File: src/rtl/spwtcr_pkg.sv
// Shared SpwTCR definitions: divider width defaults, startup rate and divider packing.
package spwtcr_pkg;

  localparam int DIV_W_DEF       = 8;
  localparam int FRAC_W_DEF      = 4;
  localparam int STARTUP_DIV_DEF = 19;  // 10 Mb/s from a 200 MHz clock

  // Run divider as carried on RATE_DIV at the default widths.
  typedef struct packed {
    logic [DIV_W_DEF-1:0]  int_part;
    logic [FRAC_W_DEF-1:0] frac_part;
  } spw_div_t;

  // Which source paces the next reload; debug visibility only.
  typedef enum logic [1:0] {
    MODE_IDLE    = 2'd0,
    MODE_STARTUP = 2'd1,
    MODE_RUN     = 2'd2,
    MODE_UPDATE  = 2'd3
  } gen_mode_t;

endpackage

File: src/rtl/spwtcr_tx_rate_gen_if.sv
// Control/status bundle between the link FSM (master) and the TX rate generator (slave).
interface spwtcr_tx_rate_gen_if
  import spwtcr_pkg::*;
#(
  parameter int DIV_W  = DIV_W_DEF,
  parameter int FRAC_W = FRAC_W_DEF
);
  // Handshake: RATE_REQ is taken only while RATE_BUSY is low; the captured
  // RATE_DIV stays pending (RATE_BUSY high) until a period boundary or ENABLE
  // low, where RATE_ACK pulses once and RATE_BUSY drops in that same cycle.
  logic                    ENABLE;
  logic                    startupRate;
  logic [DIV_W+FRAC_W-1:0] RATE_DIV;
  logic                    RATE_REQ;
  logic                    RATE_BUSY;
  logic                    RATE_ACK;
  logic                    CLK_EN;

  logic [DIV_W-1:0]        dbg_cnt;
  logic [FRAC_W-1:0]       dbg_acc;
  logic [DIV_W+FRAC_W-1:0] dbg_act;
  gen_mode_t               dbg_mode;

  modport master (
    output ENABLE, startupRate, RATE_DIV, RATE_REQ,
    input  RATE_BUSY, RATE_ACK, CLK_EN,
    input  dbg_cnt, dbg_acc, dbg_act, dbg_mode
  );

  modport slave (
    input  ENABLE, startupRate, RATE_DIV, RATE_REQ,
    output RATE_BUSY, RATE_ACK, CLK_EN,
    output dbg_cnt, dbg_acc, dbg_act, dbg_mode
  );

endinterface

File: src/rtl/spwtcr_frac_acc.sv
// Fractional phase accumulator: adds the divider fraction once per period and
// reports the carry that stretches that period by one cycle.
module spwtcr_frac_acc #(
  parameter int FRAC_W = 4
) (
  input  logic              clk,
  input  logic              rst,
  input  logic              clr,
  input  logic              add_en,
  input  logic [FRAC_W-1:0] addend,
  output logic [FRAC_W-1:0] acc,
  output logic              carry
);

  logic [FRAC_W:0] sum;

  assign sum   = {1'b0, acc} + {1'b0, addend};
  assign carry = sum[FRAC_W];

  always_ff @(posedge clk) begin
    if (rst || clr) begin
      acc <= '0;
    end else if (add_en) begin
      acc <= sum[FRAC_W-1:0];
    end
  end

endmodule

File: src/rtl/spwtcr_tx_rate_gen.sv
// TX bit-rate enable generator: integer down-counter widened by a fractional
// accumulator, with run-rate updates applied only at period boundaries.
module spwtcr_tx_rate_gen
  import spwtcr_pkg::*;
#(
  parameter int DIV_W       = DIV_W_DEF,
  parameter int FRAC_W      = FRAC_W_DEF,  // must be at least 1
  parameter int STARTUP_DIV = STARTUP_DIV_DEF
) (
  input logic                 CLOCK,
  input logic                 RESET,
  spwtcr_tx_rate_gen_if.slave bus
);

  localparam int                RW          = DIV_W + FRAC_W;
  localparam logic [DIV_W-1:0]  STARTUP_INT = DIV_W'(STARTUP_DIV);
  localparam logic [RW-1:0]     RUN_DIV_RST = {STARTUP_INT, {FRAC_W{1'b0}}};

  logic [DIV_W-1:0]  cnt;
  logic [RW-1:0]     act;
  logic [RW-1:0]     shd;
  logic              pending;
  logic              clk_en;
  logic              rate_ack;

  logic [DIV_W-1:0]  act_int;
  logic [FRAC_W-1:0] act_frac;
  logic [DIV_W-1:0]  shd_int;
  logic [FRAC_W-1:0] acc;
  logic              carry;
  logic              reload;
  logic              acc_clr;
  logic              acc_add;
  logic [DIV_W:0]    run_sum;
  logic [DIV_W-1:0]  next_run_cnt;
  gen_mode_t         mode;

  assign act_int  = act[RW-1:FRAC_W];
  assign act_frac = act[FRAC_W-1:0];
  assign shd_int  = shd[RW-1:FRAC_W];
  assign reload   = bus.ENABLE && (cnt == '0);

  // The accumulator restarts whenever the phase reference changes: disable,
  // startup pacing, or a newly applied run divider.
  assign acc_clr = !bus.ENABLE || (reload && (bus.startupRate || pending));
  assign acc_add = reload && !bus.startupRate && !pending;

  spwtcr_frac_acc #(
    .FRAC_W (FRAC_W)
  ) u_frac_acc (
    .clk    (CLOCK),
    .rst    (RESET),
    .clr    (acc_clr),
    .add_en (acc_add),
    .addend (act_frac),
    .acc    (acc),
    .carry  (carry)
  );

  // A carry on the largest divider is dropped instead of wrapping to a short period.
  always_comb begin
    run_sum      = {1'b0, act_int} + {{DIV_W{1'b0}}, carry};
    next_run_cnt = run_sum[DIV_W] ? act_int : run_sum[DIV_W-1:0];
  end

  always_comb begin
    mode = MODE_IDLE;
    if (bus.ENABLE) begin
      if (bus.startupRate) begin
        mode = MODE_STARTUP;
      end else if (pending) begin
        mode = MODE_UPDATE;
      end else begin
        mode = MODE_RUN;
      end
    end
  end

  always_ff @(posedge CLOCK) begin
    if (RESET) begin
      cnt      <= '0;
      act      <= RUN_DIV_RST;
      shd      <= RUN_DIV_RST;
      pending  <= 1'b0;
      clk_en   <= 1'b0;
      rate_ack <= 1'b0;
    end else begin
      clk_en   <= 1'b0;
      rate_ack <= 1'b0;
      if (!bus.ENABLE) begin
        cnt <= '0;
        if (pending) begin
          act      <= shd;
          pending  <= 1'b0;
          rate_ack <= 1'b1;
        end
      end else if (reload) begin
        clk_en <= 1'b1;
        if (bus.startupRate) begin
          cnt <= STARTUP_INT;
        end else if (pending) begin
          act      <= shd;
          cnt      <= shd_int;
          pending  <= 1'b0;
          rate_ack <= 1'b1;
        end else begin
          cnt <= next_run_cnt;
        end
      end else begin
        cnt <= cnt - DIV_W'(1);
      end
      // Capture looks at the old pending flag, so a request in a reload cycle
      // is only applied at the following reload.
      if (bus.RATE_REQ && !pending) begin
        shd     <= bus.RATE_DIV;
        pending <= 1'b1;
      end
    end
  end

  assign bus.CLK_EN    = clk_en;
  assign bus.RATE_ACK  = rate_ack;
  assign bus.RATE_BUSY = pending;
  assign bus.dbg_cnt   = cnt;
  assign bus.dbg_acc   = acc;
  assign bus.dbg_act   = act;
  assign bus.dbg_mode  = mode;

endmodule

File: src/flat_wrapper.sv
// flat-port wrapper written by rule: the top's interface ports become plain ports
module spwtcr_tx_rate_gen_flat import spwtcr_pkg::*;
#(
  parameter int DIV_W       = DIV_W_DEF,
  parameter int FRAC_W      = FRAC_W_DEF,                       
  parameter int STARTUP_DIV = STARTUP_DIV_DEF
)
  (CLOCK, RESET, bus_ENABLE, bus_startupRate, bus_RATE_DIV, bus_RATE_REQ, bus_RATE_BUSY, bus_RATE_ACK, bus_CLK_EN, bus_dbg_cnt, bus_dbg_acc, bus_dbg_act, bus_dbg_mode);
  spwtcr_tx_rate_gen_if #(.DIV_W(DIV_W), .FRAC_W(FRAC_W)) bus_i ();
  input logic CLOCK;
  input logic RESET;
  input wire logic [$bits(bus_i.ENABLE)-1:0] bus_ENABLE;
  input wire logic [$bits(bus_i.startupRate)-1:0] bus_startupRate;
  input wire logic [$bits(bus_i.RATE_DIV)-1:0] bus_RATE_DIV;
  input wire logic [$bits(bus_i.RATE_REQ)-1:0] bus_RATE_REQ;
  output wire logic [$bits(bus_i.RATE_BUSY)-1:0] bus_RATE_BUSY;
  output wire logic [$bits(bus_i.RATE_ACK)-1:0] bus_RATE_ACK;
  output wire logic [$bits(bus_i.CLK_EN)-1:0] bus_CLK_EN;
  output wire logic [$bits(bus_i.dbg_cnt)-1:0] bus_dbg_cnt;
  output wire logic [$bits(bus_i.dbg_acc)-1:0] bus_dbg_acc;
  output wire logic [$bits(bus_i.dbg_act)-1:0] bus_dbg_act;
  output wire logic [$bits(bus_i.dbg_mode)-1:0] bus_dbg_mode;
  assign bus_i.ENABLE = bus_ENABLE;
  assign bus_i.startupRate = bus_startupRate;
  assign bus_i.RATE_DIV = bus_RATE_DIV;
  assign bus_i.RATE_REQ = bus_RATE_REQ;
  assign bus_RATE_BUSY = bus_i.RATE_BUSY;
  assign bus_RATE_ACK = bus_i.RATE_ACK;
  assign bus_CLK_EN = bus_i.CLK_EN;
  assign bus_dbg_cnt = bus_i.dbg_cnt;
  assign bus_dbg_acc = bus_i.dbg_acc;
  assign bus_dbg_act = bus_i.dbg_act;
  assign bus_dbg_mode = bus_i.dbg_mode;
  spwtcr_tx_rate_gen #(.DIV_W(DIV_W), .FRAC_W(FRAC_W), .STARTUP_DIV(STARTUP_DIV)) u_core (.CLOCK(CLOCK), .RESET(RESET), .bus(bus_i));
endmodule
File: config.mk
export PLATFORM = sky130hd
export DESIGN_NAME = spwtcr_tx_rate_gen_flat
export DESIGN_NICKNAME = d
export VERILOG_FILES = /design/src/rtl/spwtcr_pkg.sv /design/src/rtl/spwtcr_tx_rate_gen_if.sv /design/src/rtl/spwtcr_frac_acc.sv /design/src/rtl/spwtcr_tx_rate_gen.sv /design/src/flat_wrapper.sv
export SDC_FILE = /design/constraint.sdc
export NUM_CORES = 1
export LEC_CHECK = 0
export ABC_AREA = 1
export ABC_CLOCK_PERIOD_IN_PS = 5300
export BUFFER_PORTS_ARGS = -buffer_cell sky130_fd_sc_hd__clkbuf_2
export CELL_PAD_IN_SITES_DETAIL_PLACEMENT = 1
export CELL_PAD_IN_SITES_GLOBAL_PLACEMENT = 1
export CORE_MARGIN = 4
export CORE_UTILIZATION = 42
export CTS_BUF_LIST = sky130_fd_sc_hd__clkbuf_4 sky130_fd_sc_hd__clkbuf_8
export CTS_CLUSTER_SIZE = 10
export DETAILED_ROUTE_END_ITERATION = 10
export PLACE_DENSITY = 0.94
export SLEW_MARGIN = 40
export SYNTH_ARGS = -nofsm -noshare
export SYNTH_HDL_FRONTEND = slang
export SYNTH_SLANG_ARGS = --single-unit
File: constraint.sdc
create_clock -name CLOCK -period 5.3 [get_ports CLOCK]
set_clock_uncertainty 0.2 [all_clocks]
set_input_delay 0.265 -clock CLOCK [delete_from_list [all_inputs] [get_ports CLOCK]]
set_output_delay 0.265 -clock CLOCK [all_outputs]
set_load 0.005 [all_outputs]
==> impl_metrics.csv <==
group,metric,value,unit
min_path,hold_path_class,"in2reg",
timing,fmax,347.8,MHz
synth,syn_nets,311,
clocking,post_cts_buffers,0,
worst_setup_path,crit_required,5.35,ns
timing,setup_viol,0,
synth,synthFlopType,"dfxtp_1",
power_and_ir_drop,power.total,0.7979,mW
worst_setup_path,reg2reg_slack,2.42,ns
routing,vias,2023,
synth,synth_top_cell_area_share,39.25,%
routing,viasPerCell,5.174,
synth,synth_seq_cells,39,
timing,fin_ws,2.425,ns
worst_setup_path,cpPeakStageDelay,0.41,ns
worst_setup_path,crit_path_top_delay_cell,"fa_1",
placed_design,dpl.cell_count,380,
timing,fin_crit,2.875,ns
worst_setup_path,crit_path_start,"u_core.bus.dbg_act[0]",
timing,hold_viol,0,
die,core,4474,µm²
die,io-pin-count,46,
routing,wl,5803,µm
synth,synth-edff-count,0,
worst_setup_path,reg2reg_to,"u_core.bus.dbg_cnt[7]",
clocking,ctsHoldBuffers,3,
worst_setup_path,r2r_cells,14,
clocking,root_buffer,"clkbuf_8",
timing,maxSlewViolCount,0,
worst_setup_path,crit_arrival,2.93,ns
timing,tns,0,ns
synth,yosysMostFrequentCell,"nand2_1",
clocking,clk_latency,0.30,ns
global_route,track_usage,21.23,%
synth,postSynthAreaPerCell,6.956,µm²
placed_design,gp_congestion,0.9229,
routing,antenna_left,0,
clocking,cts_resized,0,
routing,dr.first_iter.drc_count,116,
cells_and_area,layout.nets,363,
worst_setup_path,reg2reg_from,"u_core.bus.dbg_act[0]",
synth,async_flop_share,0,%
global_route,grt_overflow_total,0,
placed_design,port_buffers,45,
synth,yosys-top-cells-area,"dfxtp_1 (39%), nand2_1 (15%), nor2_1 (7.5%)",
clocking,numCtsBuffers,5,
cells_and_area,antenna-diode-count,0,
timing,rsz0062_at_grt,"false",
die,start_util,44.46,%
clocking,tritoncts,"built",
clocking,cts.clk_slew.worst_paths,0.08,ns
worst_setup_path,worstPathCellList,"ha_1 > inv_1 > fa_1 > o21ai_0 > ha_1 > ha_1 > nand2_1 > inv_2 > nand3_1 > nand3_1 > nand2_1 > nand3_1 > nand2_1 > inv_1",
routing,remaining_drc_errors,0,
synth,synth_top_area_cell,"dfxtp_1",
die,die_y,76.83,µm
global_route,grt_pass1_vias,2127,
die,fp.dieW,76.83,µm
timing,slew-limit-headroom,75.73,%
synth,yosysUniqueCellTypes,25,
placed_design,hpwl,4650,µm
synth,synthTopCellsByCount,"nand2_1 (77), nor2_1 (40), dfxtp_1 (39)",
timing,tightest_slew,0.3637,ns
cells_and_area,multi_input_area,1085,µm²
global_route,grt_pass1_wl,10230,µm
routing,firstDrtPassIters,4,
cells_and_area,drive_gt1_share,22.71,%
placed_design,place_worst_setup_slack,2.506,ns
worst_setup_path,path_class,"reg2reg",
die,dieArea,5902,µm²
clocking,ctsHtreeMaxLevel,2,
worst_setup_path,critPathCapture,"u_core.bus.dbg_cnt[7]",
worst_setup_path,critPathLaunchType,"flip-flop",
global_route,grt_max_degree,17,
flow_run,maxCapViolCount,0,
synth,synth_warnings,0,
power_and_ir_drop,p_per_area,327.7,nW/µm²
clocking,cts.sinks,39,
clocking,cts_buffer_depth,2,
cells_and_area,n_fill_cell,585,
worst_setup_path,path_max_fanout,7,
worst_setup_path,critical_path.endpoint_type,"flip-flop",
timing,timing.final.crit_share,54.25,%
synth,syn_inst,286,
power_and_ir_drop,p_leak,1.191,nW
status,status,"complete, no violations",
cells_and_area,stdcell_count,391,
cells_and_area,register_area,780.7,µm²
power_and_ir_drop,ir_worst_vdd,0.1582,mV
synth,seq_area_frac_synth,39.25,%
routing,post_drt_wl_per_cell,14.84,µm
synth,synth_area,1989,µm²
global_route,antenna_found_initial,0,
die,row_count,24,
min_path,min_from,"bus_RATE_DIV[9]",
cells_and_area,area_delta_synth_final,22.39,%
==> cell families (layout without fill, tap and decap cells) <==
| kind of cell | Yosys count | in the layout | share of synthesized area [%] |
|---|---|---|---|
| AO/OA/AOI/OAI | 37 | 37 | 10.13 |
| AND/OR/NAND/NOR | 164 | 164 | 36.79 |
| flip-flops | 39 | 39 | 39.25 |
| XOR/XNOR | 5 | 5 | 2.201 |
| adder cells (fa/ha/maj) | 8 | 8 | 5.409 |
| buffers and inverters | 33 | 86 | 6.226 |
==> per-stage QoR <==
step	hold slack, ns	area, µm²	util [%]
floorplan	0.1536	1989	-
global placement	0.2391	2268	50.70
detailed placement	0.2496	2268	50.70
CTS	0.01142	2435	54.42
global route	0.02525	2435	54.42
finish	0.01361	2435	54.42
==> placed cells by master, fill, tap and decap left out, types with 2 or more instances in the layout <==
cell and count:
o21ai_1 5, nand4_1 4, inv_2 10, bufinv_16 2, clkbuf_8 5, ha_1 7
nand2_2 3, dfxtp_1 39, nor2_1 40, o21ai_0 12, nand3_1 26, a21oi_1 17
nor2_2 5, nor2_4 3, nand2_1 77, dlygate4sd3_1 3, clkbuf_2 45, or2_0 2
inv_1 20, xor2_1 4, o211ai_1 2
==> power by group <==
part / switching, mW / internal (mW) / leakage [nW]
Clock: 0.112 / 0.188 / 0.0644
Sequential: 0.0206 / 0.315 / 0.320
Combinational: 0.104 / 0.0587 / 0.807
==> area by class of cell <==
| cell class | count | area share, % |
|---|---|---|
| clock buffer | 5 | 2.826 |
| clock inverter | 3 | 2.775 |
| tap | 52 | 2.672 |
| sequential | 39 | 32.07 |
| multi-input combinational | 214 | 44.55 |
| timing repair buffer | 48 | 10.48 |
| inverter | 30 | 4.625 |
==> state kept, by name, summed over array words and instances, names as in the netlist <==
signal and flops:
u_core.bus.dbg_act 12, u_core.shd 12, u_core.bus.dbg_cnt 8, u_core.u_frac_acc.acc 4, u_core.bus.CLK_EN 1, u_core.bus.RATE_ACK 1, u_core.bus.RATE_BUSY 1
==> worst min path at each step <==
stage                                        to  slack [ns]  cells after the start
after floorplan             u_core.bus.RATE_ACK        0.15                      1
after global placement    u_core.bus.dbg_act[1]        0.24                      2
after detailed placement  u_core.bus.dbg_act[1]        0.25                      2
after CTS                         u_core.shd[9]        0.01                      3
after global routing              u_core.shd[2]        0.03                      3
final                             u_core.shd[9]        0.01                      3
==> worst max-delay path, delay by kind of cell, from the launching register on <==
kind	cells	cell delay, ns
buf+inv	3	0.24
compound gates	1	0.27
fa+ha+maj	4	1.04
flops	1	0.38
simple gates	6	0.70
==> per-layer routing <==
layer  part of all wire [%]  wire length [µm]  vias up  global-route usage, %
met5                      0                 0        -                      0
met4                    1.3                76        0                  6.159
met3                    4.0               231        7                  3.981
met2                     50              2911       42                  38.50
met1                     45              2583      955                  25.25
li1                       -                 -     1019                      -
Power figures use the tool's default switching activity.
